--- src/rtl/scan_pkg.sv ---
// ============================================================================
// Module  : scan_pkg
// Purpose : Shared types and constants for the decoder scan controller.
//           Holds the FSM state encoding and the select-index width.
// Ports   : (package - none)
// Revision: 1.0 - initial release
// ============================================================================
`default_nettype none

package scan_pkg;

    // Width of the decoder select index (2-to-4 decoder).
    localparam int SEL_W = 2;

    // Controller state encoding.
    typedef enum logic [1:0] {
        ST_IDLE  = 2'd0,
        ST_ON    = 2'd1,
        ST_BLANK = 2'd2
    } state_t;

endpackage : scan_pkg

`default_nettype wire

--- src/rtl/scan_next_sel.sv ---
// ============================================================================
// Module  : scan_next_sel
// Purpose : Combinational round-robin picker. Returns the lowest enabled index
//           strictly above cur; if none exists, the lowest enabled index
//           overall and flags it as a wrap.
// Ports   : cur  [1:0] in  - current index
//           mask [3:0] in  - enabled indices
//           nxt  [1:0] out - chosen index (valid when any=1)
//           wrap       out - chosen index came from wrapping round
//           any        out - at least one index is enabled
// Revision: 1.0 - initial release
// ============================================================================
`default_nettype none

module scan_next_sel
    import scan_pkg::*;
(
    input  logic [SEL_W-1:0] cur,
    input  logic [3:0]       mask,
    output logic [SEL_W-1:0] nxt,
    output logic             wrap,
    output logic             any
);

    logic [SEL_W-1:0] w_hi;
    logic [SEL_W-1:0] w_lo;
    logic             w_found;

    // Scanning from the top down lets the lowest qualifying bit win in both
    // the "above cur" search and the "lowest overall" search.
    always_comb begin
        w_hi    = '0;
        w_lo    = '0;
        w_found = 1'b0;
        for (int i = 3; i >= 0; i--) begin
            if (mask[i]) begin
                w_lo = SEL_W'(i);
                if (i > int'(cur)) begin
                    w_hi    = SEL_W'(i);
                    w_found = 1'b1;
                end
            end
        end
    end

    assign any  = |mask;
    assign wrap = any & ~w_found;
    assign nxt  = w_found ? w_hi : w_lo;

endmodule : scan_next_sel

`default_nettype wire

--- src/rtl/decoder_scan_ctrl.sv ---
// ============================================================================
// Module  : decoder_scan_ctrl
// Purpose : Round-robin scan controller driving a 2-to-4 enable decoder.
//           Each enabled index is held for ON_TICKS cycles with en high,
//           followed by BLANK_TICKS cycles of en low before the next index.
// Ports   : clk              in  - clock, rising edge
//           rst_n            in  - asynchronous active-low reset
//           run              in  - 1 = scan, 0 = stop
//           mask       [3:0] in  - bit i enables index i
//           sel        [1:0] out - decoder select (registered)
//           en               out - decoder enable (registered)
//           frame_done       out - one-cycle pulse on wrap to first index
//           busy             out - high while not idle
// Revision: 1.0 - initial release
// ============================================================================
`default_nettype none

module decoder_scan_ctrl
    import scan_pkg::*;
#(
    parameter int CNT_W       = 16,
    parameter int ON_TICKS    = 1000,
    parameter int BLANK_TICKS = 8
) (
    input  logic             clk,
    input  logic             rst_n,
    input  logic             run,
    input  logic [3:0]       mask,
    output logic [SEL_W-1:0] sel,
    output logic             en,
    output logic             frame_done,
    output logic             busy
);

    // Reload values are the tick counts minus one: the counter expires on 0.
    localparam logic [CNT_W-1:0] C_ON_LOAD    = CNT_W'(ON_TICKS - 1);
    localparam logic [CNT_W-1:0] C_BLANK_LOAD = CNT_W'(BLANK_TICKS - 1);

    if ((ON_TICKS < 1) || (longint'(ON_TICKS) > (longint'(1) << CNT_W)) ||
        (BLANK_TICKS < 0) || (longint'(BLANK_TICKS) > (longint'(1) << CNT_W)))
    begin : g_bad_params
        $error("decoder_scan_ctrl: ON_TICKS/BLANK_TICKS out of range for CNT_W");
    end

    state_t           r_state;
    logic [CNT_W-1:0] r_cnt;

    logic [SEL_W-1:0] w_cur;
    logic [SEL_W-1:0] w_nxt;
    logic             w_wrap;
    logic             w_any;
    logic             w_done;

    // From IDLE the picker is fed the top index so that it wraps and returns
    // the lowest enabled bit; the wrap flag is ignored on that path.
    assign w_cur  = (r_state == ST_IDLE) ? {SEL_W{1'b1}} : sel;
    assign w_done = (r_cnt == '0);

    scan_next_sel u_next_sel (
        .cur  (w_cur),
        .mask (mask),
        .nxt  (w_nxt),
        .wrap (w_wrap),
        .any  (w_any)
    );

    always_ff @(posedge clk or negedge rst_n) begin
        if (!rst_n) begin
            r_state    <= ST_IDLE;
            r_cnt      <= '0;
            sel        <= '0;
            en         <= 1'b0;
            frame_done <= 1'b0;
            busy       <= 1'b0;
        end else begin
            frame_done <= 1'b0;
            case (r_state)
                ST_IDLE: begin
                    en   <= 1'b0;
                    busy <= 1'b0;
                    if (run && w_any) begin
                        r_state <= ST_ON;
                        sel     <= w_nxt;
                        en      <= 1'b1;
                        busy    <= 1'b1;
                        r_cnt   <= C_ON_LOAD;
                    end
                end

                ST_ON, ST_BLANK: begin
                    if (!run) begin
                        // Abort: sel deliberately keeps its last value.
                        r_state <= ST_IDLE;
                        en      <= 1'b0;
                        busy    <= 1'b0;
                        r_cnt   <= '0;
                    end else if (!w_done) begin
                        r_cnt <= r_cnt - CNT_W'(1);
                    end else if ((r_state == ST_ON) && (BLANK_TICKS > 0)) begin
                        r_state <= ST_BLANK;
                        en      <= 1'b0;
                        r_cnt   <= C_BLANK_LOAD;
                    end else if (!w_any) begin
                        // Select step with an empty mask ends the scan quietly.
                        r_state <= ST_IDLE;
                        en      <= 1'b0;
                        busy    <= 1'b0;
                        r_cnt   <= '0;
                    end else begin
                        r_state    <= ST_ON;
                        sel        <= w_nxt;
                        en         <= 1'b1;
                        r_cnt      <= C_ON_LOAD;
                        frame_done <= w_wrap;
                    end
                end

                default: begin
                    r_state <= ST_IDLE;
                    en      <= 1'b0;
                    busy    <= 1'b0;
                    r_cnt   <= '0;
                end
            endcase
        end
    end

endmodule : decoder_scan_ctrl

`default_nettype wire

--- config.mk ---
export PLATFORM = sky130hd
export DESIGN_NAME = decoder_scan_ctrl
export DESIGN_NICKNAME = d
export VERILOG_FILES = /design/src/rtl/scan_pkg.sv /design/src/rtl/scan_next_sel.sv /design/src/rtl/decoder_scan_ctrl.sv
export SDC_FILE = /design/constraint.sdc
export NUM_CORES = 1
export LEC_CHECK = 0
export ABC_AREA = 1
export CORE_AREA = 2 2 68 70
export CTS_CLUSTER_DIAMETER = 60
export DETAILED_ROUTE_END_ITERATION = 7
export DIE_AREA = 0 0 70 72
export PLACE_DENSITY = 0.64
export SKIP_CTS_REPAIR_TIMING = 1
export SLEW_MARGIN = 20
export SYNTH_ARGS = -nofsm -noshare
export SYNTH_HDL_FRONTEND = slang
export SYNTH_HIERARCHICAL = 1
export SYNTH_SLANG_ARGS = --single-unit
--- constraint.sdc ---
create_clock -name clk -period 2.1 [get_ports clk]
set_input_delay 0.42 -clock clk [delete_from_list [all_inputs] [get_ports clk]]
set_output_delay 0.42 -clock clk [all_outputs]
set_load 0.01 [all_outputs]
==> out/qor.txt <==
Initial Util = 38.5%
Syn Inst Count = 233
RePlAce Congestion = 0.887
Worst path most repeated cell = nand2_1
Top cell type's share of synthesized area = 35.1%
Fin cells = 309
Clock root cell = clkbuf_8
Crit Path Class = primary input to flop
DIE HEIGHT = 72 µm
GR Util met3 = 3.19%
Clock slew at reported path FFs = 80 ps
Vias per Instance = 4.68
IO buf count = 11
Achievable Freq = 573 MHz
Min cycle time layout = 1740 ps
Arrival time worst endpoint = 1950 ps
Post-DP HPWL = 2640 µm
Met1 Use GR = 18.5%
Unrepaired setup endpoints after global routing = no
Post-route setup TNS = 0 ps
Synthesized net count = 244
Hold Path Class = flop to flop
Post-synth top area cell = dfrtp_1
Bufs on Longest Clock Path = 2
Largest stage delay, worst path = 460 ps
Area growth syn-to-layout = 17.2%
H-tree depth = 1
Syn avg cell area = 7.04 µm²
Async SR Flop Fraction = 100%
Pwr Total = 2.84 mW
Core Util, Final = 45.1%
Yosys warnings = 6
Peak supply drop = 0.651 mV
Final slew viol count = 0
CP startpoint kind = primary input
Register area share after synthesis = 35.1%
Grt total ovfl = 0
Ports = 12
Buf/Inv on CP = 4
Netlist cell types = 31
Crit share post-route = 83.1%
Endpoints failing hold = 0
DR DRC count = 0
Status = completed
Total of max-cap violations = 0
Die W = 70 µm
Initial antenna violation count = 0
Pre-antenna DRT Iters = 4
Core Box Area = 4260 µm²
GRT Total Usage = 14.4%
Via count = 1,447
Die area = 5040 µm²
GR Layer Usage met2 = 23.9%
Largest delay contributor family on the critical path = simple AND/OR/NAND/NOR gates
Worst clock skew = 1.67 ps
Worst path cell trace = clkdlybuf4s50_1, inv_1, nand3_1, nand2_1, buf_4, nor2_1, inv_1, or2_4, nand2_4, nand2_1, nand2_1, nand2_1, nand2_1
Mapped cell area = 1640 µm²
Max FO, Critical Path = 5
Remaining antenna violation count after routing = 0
Clock sinks = 23
Cells after DPL = 305
Yosys reg bits = 23
Final WL = 3390 µm
Critical path's slowest cell = clkdlybuf4s50_1
GR peak layer = met2
Layout cells sized above 1 = 17.1%
CTS tree = done
First-pass GRT wire length = 5890 µm
Ys flop type = dfrtp_1
Clk_lat worst skew = 270 ps
Data required time of the worst path = 2310 ps
Drt first-iter violations = 49
P per Cell Area = 1480 nW/µm²
Total CTS buffers = 3
Worst setup EP type = flop
Avg WL per Cell = 11.0 µm
Number of synthesized flops with an enable pin = 0
Post-synth top cells = 85 x nand2_1, 33 x nor2_1, 23 x dfrtp_1
Number of diodes = 0
Worst-Margin Slew = 302 ps
Top-count cell post-synth = nand2_1
Max_slew headroom = 79.8%
Row cnt = 24
Setup Viol. Count Final = 0
Number of global-route vias before repair = 1,396
Final net count = 269
Synth top area cells = dfrtp_1 35%, nand2_1 19%, nor2_1 7.6%, nand3_1 5.2%, inv_1 4.6%
Largest net degree at the start of global routing = 24
Leakage Power = 1.02 nW
==> cells in the final DEF (no fill, tap or decap), drive strengths merged <==
cell / count
nand2: 91
nor2: 41
inv: 25
dfrtp: 23
nand3: 19
clkdlybuf4s50: 11
buf: 11
o21ai: 10
xor2: 6
ha: 4
or2: 4
clkbuf: 3
nor3: 2
a21oi: 2
nor3b: 1
a211oi: 1
and2: 1
clkinv: 1
o21a: 1
==> final timing paths <==
| path | startpoint | endpoint | slack [ps] | cells after the start |
|---|---|---|---|---|
| max in group asynchronous | rst_n | r_cnt[1] | 1360 | 2 |
| hold reg to reg | r_cnt[1] | r_cnt[1] | 490 | 2 |
| setup / recovery | mask[1] | r_cnt[9] | 360 | 13 |
| setup reg to reg | r_state[0] | sel[0] | 360 | 9 |
| min in group asynchronous | rst_n | r_cnt[10] | 510 | 2 |
| hold / removal | r_cnt[1] | r_cnt[1] | 490 | 2 |
==> cell families after synthesis <==
group | Yosys count | share of synthesized area (%)
xor gates and xnor gates | 6 | 3.20
DFF | 23 | 35.1
buffers and inverters | 27 | 7.02
AOI/OAI and AO/OA | 14 | 6.48
adders and majority gates | 4 | 3.05
and+or+nand+nor | 159 | 45.2
==> through the flow <==
step                      hold slack, ps  instance area (µm²)  setup WS [ps]
final                                495                 1920            355
after global routing                 525                 1920            208
after CTS                            500                 1920            345
after detailed placement             478                 1880           58.5
after global placement               464                 1880           87.9
after floorplan                      124                 1640            562
==> sequential cells by signal, indices dropped and copies added, names as in the netlist <==
| register | cells |
|---|---|
| r_cnt | 16 |
| r_state | 2 |
| sel | 2 |
| busy | 1 |
| en | 1 |
| frame_done | 1 |
==> final cells by class <==
| cell class | count | area, µm² |
|---|---|---|
| Sequential cell | 23 | 576 |
| Tap cell | 52 | 65.1 |
| Timing Repair Buffer | 22 | 193 |
| Fill cell | 438 | 2340 |
| Clock inverter | 1 | 5.00 |
| Clock buffer | 3 | 41.3 |
| Multi-Input combinational cell | 183 | 950 |
| Inverter | 25 | 93.8 |
==> layer usage <==
metal / vias to the layer above / wire length, µm
li1: 765 / -
met1: 649 / 1650
met2: 29 / 1520
met3: 4 / 166
met4: 0 / 45
met5: - / 0
==> power breakdown <==
part,internal [mW],switching [mW],total (mW)
registers,0.611,0.157,0.768
clock network,0.133,0.149,0.282
logic,0.701,1.09,1.79
==> worst reg2reg max path, delay by kind of cell, from the launching register on <==
kind                     cells  cell delay, ps
AND/OR/NAND/NOR              4             330
buffers and inverters        3             440
adder cells (fa/ha/maj)      1             260
flip-flops                   1             380
AO/OA/AOI/OAI                1             240
Power figures use the tool's default switching activity.
